## src/rtl/alu_nibble_sequencer.sv

```systemverilog
// Drives a 4-bit ALU one nibble per cycle, LSB first, chaining carry
// and assembling a 4*NIBBLES-bit result behind a start/done handshake.
module alu_nibble_sequencer #(
    parameter int NIBBLES = 4
) (
    input  logic                 clk,
    input  logic                 rst_n,
    input  logic                 start,
    input  logic [4*NIBBLES-1:0] op_a,
    input  logic [4*NIBBLES-1:0] op_b,
    input  logic [1:0]           op_sel,
    input  logic                 cin_in,
    output logic                 busy,
    output logic                 done,
    output logic [4*NIBBLES-1:0] result,
    output logic                 cout_out,
    output logic [3:0]           alu_A,
    output logic [3:0]           alu_B,
    output logic [1:0]           alu_S,
    output logic                 alu_Cin,
    input  logic [3:0]           alu_F,
    input  logic                 alu_Cout
);

    localparam int W  = 4 * NIBBLES;
    localparam int IW = (NIBBLES > 1) ? $clog2(NIBBLES) : 1;

    typedef enum logic [1:0] {
        IDLE = 2'd0,
        RUN  = 2'd1,
        DONE = 2'd2
    } state_t;

    state_t        state;
    state_t        state_nxt;
    logic [IW-1:0] idx;
    logic          carry;
    logic [W-1:0]  a_lat;
    logic [W-1:0]  b_lat;
    logic [1:0]    sel_lat;
    logic [W-1:0]  a_sh;
    logic [W-1:0]  b_sh;
    logic          last;

    assign last = (idx == IW'(NIBBLES - 1));
    assign a_sh = a_lat >> {idx, 2'b00};
    assign b_sh = b_lat >> {idx, 2'b00};

    always_comb begin
        state_nxt = state;
        unique case (state)
            IDLE:    if (start) state_nxt = RUN;
            RUN:     if (last) state_nxt = DONE;
            DONE:    state_nxt = IDLE;
            default: state_nxt = IDLE;
        endcase
    end

    // Operand slices reach the ALU only while a nibble is in flight
    always_comb begin
        alu_A   = '0;
        alu_B   = '0;
        alu_Cin = 1'b0;
        alu_S   = sel_lat;
        if (state == RUN) begin
            alu_A   = a_sh[3:0];
            alu_B   = b_sh[3:0];
            alu_Cin = carry;
        end
    end

    always_ff @(posedge clk or negedge rst_n) begin
        if (!rst_n) begin
            state    <= IDLE;
            busy     <= 1'b0;
            done     <= 1'b0;
            idx      <= '0;
            carry    <= 1'b0;
            a_lat    <= '0;
            b_lat    <= '0;
            sel_lat  <= '0;
            result   <= '0;
            cout_out <= 1'b0;
        end else begin
            state <= state_nxt;
            busy  <= (state_nxt != IDLE);
            done  <= (state_nxt == DONE);
            unique case (state)
                IDLE: begin
                    if (start) begin
                        a_lat   <= op_a;
                        b_lat   <= op_b;
                        sel_lat <= op_sel;
                        carry   <= cin_in;
                        idx     <= '0;
                        result  <= '0;
                    end
                end
                RUN: begin
                    // result was cleared on start, so OR-ing in places the nibble
                    result <= result | (W'(alu_F) << {idx, 2'b00});
                    carry  <= alu_Cout;
                    if (last) begin
                        cout_out <= alu_Cout;
                        idx      <= '0;
                    end else begin
                        idx <= idx + IW'(1);
                    end
                end
                DONE: ;
                default: ;
            endcase
        end
    end

endmodule

```

## config.mk

```make
export PLATFORM = sky130hd
export DESIGN_NAME = alu_nibble_sequencer
export DESIGN_NICKNAME = d
export VERILOG_FILES = /design/src/rtl/alu_nibble_sequencer.sv
export SDC_FILE = /design/constraint.sdc
export NUM_CORES = 1
export LEC_CHECK = 0
export BUFFER_PORTS_ARGS = -buffer_cell sky130_fd_sc_hd__buf_2
export CAP_MARGIN = 40
export CORE_UTILIZATION = 44
export CTS_CLUSTER_DIAMETER = 50
export DETAILED_ROUTE_END_ITERATION = 10
export HOLD_SLACK_MARGIN = 0.02
export PLACE_DENSITY_LB_ADDON = 0.3
export RECOVER_POWER = 50
export SYNTH_ARGS = -nofsm -noshare
export SYNTH_HDL_FRONTEND = slang
export SYNTH_SLANG_ARGS = --single-unit
```

## constraint.sdc

```tcl
create_clock -name clk -period 2.95 [get_ports clk]
set_input_delay 0.1475 -clock clk [delete_from_list [all_inputs] [get_ports clk]]
set_output_delay 0.1475 -clock clk [all_outputs]
set_load 0.03 [all_outputs]
```

==> metrics.md, run 1 <==
| Metric | Value |
|---|---|
| Status | `completed` |
| Tcrit/Tclk final | `72.21%` |
| Clock Skew | `3.388 ps` |
| Adder-cell area share of the yosys netlist | `0.4924%` |
| Critical Path RT | `2800 ps` |
| Leak Pwr | `1.469 nW` |
| Max-cap viol count | `0` |
| Worst Path Arrival | `1980 ps` |
| H-tree Lvls | `3` |
| Clock sinks | `58` |
| Total core area | `0.005540 mm2` |
| Largest net degree at the start of global routing | `37` |
| Type of origin of the critical path | `flip-flop` |
| Final Hold Viols | `0` |
| Internal power | `2.206 mW` |
| Largest family of logic cells by synthesized area | `multiplexers` |
| DR WL/cell | `14.44 um` |
| Synth warn | `0` |
| Sw Share | `40.58%` |
| Hold_sp | `op_b[8]` |
| Placement Cell Area | `0.002993 mm2` |
| Post-Syn Nets | `242` |
| Synth Area in Compound Gates | `8.272%` |
| Clock Power Share | `18.1%` |
| Die area | `0.006083 mm2` |
| Pins Over Slew Limit | `0` |
| Placed cell count | `337` |
| Worst R2R End | `a_lat[4]` |
| Critical Path Start | `state[0]` |
| Post-synthesis cell count | `198` |
| Post_cts resized | `0` |
| Antenna violations before repair | `0` |
| Die width | `78.00 um` |
| CTS tree | `built` |
| Ant diodes | `0` |
| Post-synth ARST share | `100.0%` |
| Sequential-to-total area share from yosys stat | `57.11%` |
| First-pass GRT wire length | `8542 um` |
| Inserted Clock Buffers | `9` |
| Crit Path Class | `flip-flop to primary output` |
| Tot GR Track Use | `18.79%` |
| Final Critical Period | `2130 ps` |
| Simple-gate share of the synthesized area | `7.336%` |
| Flop-to-flop setup slack | `1240 ps` |
| Hold Path Stages | `2` |
| Pwr/cell area | `1170 mW/mm2` |
| Fillers | `486` |
| Multiplexer share of the synthesized area | `21.81%` |
| Vias | `1817` |
| Congestion Overflow GR | `0` |
| Synth Area in XOR/XNOR | `0%` |
| Mapped cell area | `0.002541 mm2` |
| Post-synth EDFFs | `0` |
| Worst Hold Class | `input pin to flip-flop` |
| Ys flop type | `dfrtp_1` |
| Layout cells sized above 1 | `38.52%` |
| Initial core utilization | `45.87%` |
| Max_slew headroom | `26.52%` |
| Synthesized area per cell | `12.83 um2` |
| Port Buffers | `72` |
| Post-route ant nets | `0` |
| RSZ-0062 raised after global routing | `false` |
| HPWL Detailed | `3518 um` |
| Least-Margin Pin Slew | `1102 ps` |
| Reg2Reg Depth | `3` |
| Clock slew at reported path FFs | `60 ps` |
| #FFs+latches synth | `58` |
| Worst vdd ir | `0.6804 mV` |
| Num rows | `27` |
| Max Buffers Root-to-Sink | `2` |
| Hold Path End | `b_lat[8]` |
| DRT Pass-1 Iters | `5` |
| Post-CTS Setup Inserts | `0` |
| Setup violations, final | `0` |
| Worst Slack Setup Final | `819.8 ps` |
| Fmax | `0.4694 GHz` |
| Fin cells | `355` |
| Finished Cell Area | `0.003173 mm2` |
| CP endpoint kind | `primary output` |
| Drt via density | `5.118` |
| Area Growth Syn to Fin | `24.86%` |
| Setup slack at placement | `1206 ps` |
| Combinational share of power | `43.5%` |
| Final #Nets | `322` |
| Post-Route WL | `5125 um` |
| Synth unique cells | `27` |
| Initial DRC count | `45` |
| Sw Pwr | `1.506 mW` |
| Vias in the first global route | `1804` |
| GP Congestion | `0.7190` |
| Sequential power share | `38.4%` |
| Setup TNS | `0 ps` |
| Io pins | `73` |
| Die H | `78.00 um` |
| Cts hold-fix bufs | `2` |
| Drc violations | `0` |
| Clk root buf | `clkbuf_8` |
| Clock Latency Late Sink | `330 ps` |
| Worst reg2reg startpoint | `state[1]` |
| Crit path max fanout | `14` |
[power by group through the flow]
stage / combinational [mW] / sequential, mW / clock, mW
floorplan: 1.08 / 1.56 / 0
finish: 1.61 / 1.42 / 0.674
CTS: 1.66 / 1.42 / 0.688
detailed placement: 1.65 / 1.43 / 0
global placement: 1.63 / 1.42 / 0
global route: 1.74 / 1.48 / 0.730
[placed cells by master, fill, tap and decap left out, drive strengths merged, types with 2 or more instances in the layout]
cell	count
a211oi	16
a21o	2
and3b	2
buf	61
clkbuf	30
clkinv	2
dfrtp	58
dlygate4sd3	2
inv	19
mux2	35
mux2i	16
nand3b	2
nand4bb	2
nor2	16
o22ai	8
[critical path, stage by stage (launching register included)]
cell	delay, ps
dfrtp_1	580
or3b_1	570
o22ai_1	260
buf_2	240
[logic make-up after synthesis]
family / count (synthesis)
AOI/OAI and AO/OA: 29
and+or+nand+nor: 30
buffers and inverters: 29
DFF: 58
muxes: 51
adders and majority gates: 1
[registers in the layout, indices dropped and copies added, names as in the netlist]
name and flops:
done 1, busy 1, b_lat 16, a_lat 16, result 16, carry 1
state 2, idx 2, alu_S 2, cout_out 1
[through the flow]
stage | hold WS [ps] | utilization, % | power, mW
finish | 38.84 | 57.27 | 3.712
global route | 22.53 | 57.27 | 3.946
CTS | 28.41 | 57.68 | 3.767
detailed placement | 123.4 | 54.02 | 3.085
global placement | 370.1 | 53.66 | 3.048
floorplan | -148.1 | - | 2.642
[how the worst max path moves through the flow]
stage | to | slack, ps | cells past startpoint
after floorplan | alu_A[2] | 1330 | 3
after global placement | alu_A[2] | 1210 | 4
after detailed placement | alu_A[2] | 1210 | 3
after CTS | alu_A[2] | 820 | 3
after global routing | alu_A[2] | 770 | 3
final | alu_A[2] | 820 | 3
[area by class of cell]
class                   instances  area [um2]  area share, %
multi-input cells             111       969.7          30.56
clock buffers                  14       172.7          5.442
inverters                      19       71.32          2.248
repair buffers                 79       407.9          12.85
well taps                      72       90.09          2.839
clock inverters                 2       10.01         0.3155
flip-flops and latches         58        1451          45.74
[synthesized netlist by cell type (2+ instances only)]
cell type,count,share of area (%)
nand4bb_1,2,0.89
a211oi_1,16,4.7
nor2_1,16,2.4
mux2_2,33,15
buf_2,2,0.39
clkbuf_1,4,0.59
dfrtp_1,58,57
a21o_1,2,0.59
and3b_1,2,0.69
o22ai_1,8,2.0
buf_4,4,1.2
nand3b_1,2,0.59
inv_1,19,2.8
mux2i_1,16,6.3
mux2_1,2,0.89
[routing by layer]
metal  global-route usage, %  share of wire, %
met1                   25.50                48
met4                   7.222               1.1
met5                       0                 0
met3                   7.882               7.3
met2                   26.64                43
Power figures use the tool's default switching activity.
==> inputs of run 2 (changes only) <==
==> constraint.sdc (replaced) <==
create_clock -name clk -period 2 [get_ports clk]
set_input_delay 0.1 -clock clk [delete_from_list [all_inputs] [get_ports clk]]
set_output_delay 0.1 -clock clk [all_outputs]
set_load 0.03 [all_outputs]
==> run 2 against run 1 <==
Via count up 6.3%; non-clock buffer count grew 38; critical path type unchanged; critical path depth unchanged; clock skew is 3.8 ps higher; final area rose by 10%; hold slack gained 45 ps; register-to-register slack lost 930 ps; first-iteration DRC count increased by 110%; die area unchanged; clock power increased by 31%; total power grew 48%; largest cell class unchanged.
==> metrics.md, run 2 (same netlist as run 1, synthesis figures left out) <==
| Metric | Value |
|---|---|
| Setup violations, final | `0` |
| Num rows | `27` |
| Sequential power share | `37.6%` |
| Drc violations | `0` |
| Final hold slack | `83.36 ps` |
| Placement Cell Area | `0.003008 mm2` |
| Setup TNS | `0 ps` |
| Die width | `78.00 um` |
| Sw Share | `40.60%` |
| Die H | `78.00 um` |
| Seq. cell area | `0.001451 mm2` |
| Layout cells sized above 1 | `31.66%` |
| Area Growth Syn to Fin | `37.62%` |
| Die area | `0.006083 mm2` |
| CP endpoint kind | `primary output` |
| Max_slew headroom | `46.72%` |
| Largest net degree at the start of global routing | `53` |
| Final Critical Period | `1875 ps` |
| Critical Path RT | `1900 ps` |
| Final #Nets | `360` |
| First-pass GRT wire length | `9328 um` |
| Sw Pwr | `2.234 mW` |
| Crit path max fanout | `14` |
| Congestion Overflow GR | `0` |
| Ant diodes | `0` |
| GP Congestion | `0.7360` |
| Post-route ant nets | `0` |
| DR WL/cell | `14.60 um` |
| Final Hold Viols | `0` |
| Fillers | `479` |
| Initial core utilization | `45.87%` |
| H-tree Lvls | `3` |
| Initial DRC count | `93` |
| Pwr/cell area | `1573 mW/mm2` |
| CTS tree | `built` |
| Status | `completed` |
| Vias in the first global route | `1921` |
| Most common cell after layout, fill and taps aside | `dfrtp_1` |
| Pins Over Slew Limit | `0` |
| Tcrit/Tclk final | `93.73%` |
| Clock slew at reported path FFs | `60 ps` |
| DRT Pass-1 Iters | `6` |
| Fin cells | `391` |
| Placed cell count | `339` |
| Io pins | `73` |
| Max Buffers Root-to-Sink | `2` |
| Vias | `1931` |
| Largest regs | `a_lat: 16 flops, b_lat: 16 flops, result: 16 flops` |
| Port Buffers | `72` |
| Finished Cell Area | `0.003497 mm2` |
| Worst vdd ir | `0.8470 mV` |
| Antenna violations before repair | `0` |
| Least-Margin Pin Slew | `799.3 ps` |
| Most frequent cells in the layout | `58 x dfrtp_1, 50 x buf_2, 36 x dlygate4sd3_1` |
| Worst Hold Class | `input pin to flip-flop` |
| Multi-input gate area | `972.2 um2` |
| Internal power | `3.268 mW` |
| Hold Path Stages | `3` |
| HPWL Detailed | `3540 um` |
| Clock Latency Late Sink | `320 ps` |
| Total core area | `0.005540 mm2` |
| Worst Path Arrival | `1770 ps` |
| Tot GR Track Use | `20.51%` |
| Drt via density | `4.939` |
| Combinational share of power | `46.4%` |
| Final Power | `5.503 mW` |
| Leak Pwr | `1.572 nW` |
| Max-cap viol count | `0` |
| Inserted Clock Buffers | `9` |
| Clock Skew | `7.219 ps` |
| Clock sinks | `58` |
| Post-Route WL | `5710 um` |
| Type of origin of the critical path | `flip-flop` |
| Fmax | `0.5334 GHz` |
| Crit Path Class | `flip-flop to primary output` |
| RSZ-0062 raised after global routing | `false` |
| Reg2Reg Depth | `3` |
| Clock Power Share | `16.0%` |
| Clk root buf | `clkbuf_8` |
[run 2: per-stage QoR]
| step | setup slack, ps | util, % |
|---|---|---|
| 3_3_place_gp | 404.9 | 54.29 |
| 4_1_cts | 63.76 | 63.55 |
| 5_1_grt | 44.33 | 63.12 |
| 2_1_floorplan | 429.7 | - |
| 3_5_place_dp | 421.7 | 54.29 |
| 6_report | 125.4 | 63.12 |
[run 2: area by class of cell]
class                           count  share of cell area, %
Timing Repair Buffer              117                  21.72
Tap cell                           72                  2.576
Inverter                           19                  2.039
Clock buffer                       14                  4.365
Multi-Input combinational cell    111                  27.80
Sequential cell                    58                  41.50
[run 2: power groups by stage]
stage	clock network, mW	registers, mW	logic (mW)
2_1_floorplan	0	2.30	1.60
3_3_place_gp	0	2.04	2.49
3_5_place_dp	0	2.07	2.52
6_report	0.883	2.07	2.55
4_1_cts	0.904	2.05	2.58
5_1_grt	0.957	2.14	2.75
[run 2: worst paths after layout]
check	from	end	slack, ps
setup / recovery	state[1]	alu_A[3]	130
hold / removal	start	busy	80
setup reg to reg	state[0]	result[0]	310
hold reg to reg	a_lat[7]	a_lat[7]	490
max in group asynchronous	rst_n	a_lat[5]	470
min in group asynchronous	rst_n	result[2]	370
[run 2: metal layers]
layer | global-route usage (%) | wire, um | vias up
li1 | - | - | 938
met1 | 26.21 | 2635 | 924
met2 | 32.30 | 2667 | 59
met3 | 5.882 | 329 | 10
met4 | 9.259 | 77 | 0
met5 | 0 | 0 | -
[run 2: repair_timing]
| action | in CTS | in global routing |
|---|---|---|
| hold buffers | 36 | 0 |
| setup buffers | 0 | 2 |
| endpoints found under the setup margin | 0 | 6 |
| gates resized for setup | 0 | 1 |
| endpoints found under the hold margin | 62 | 0 |
[run 2: critical path, cell delays in order, from the launching register on]
cell and delay, ps:
dfrtp_1 510, or3b_4 490, o22ai_1 200, buf_2 250
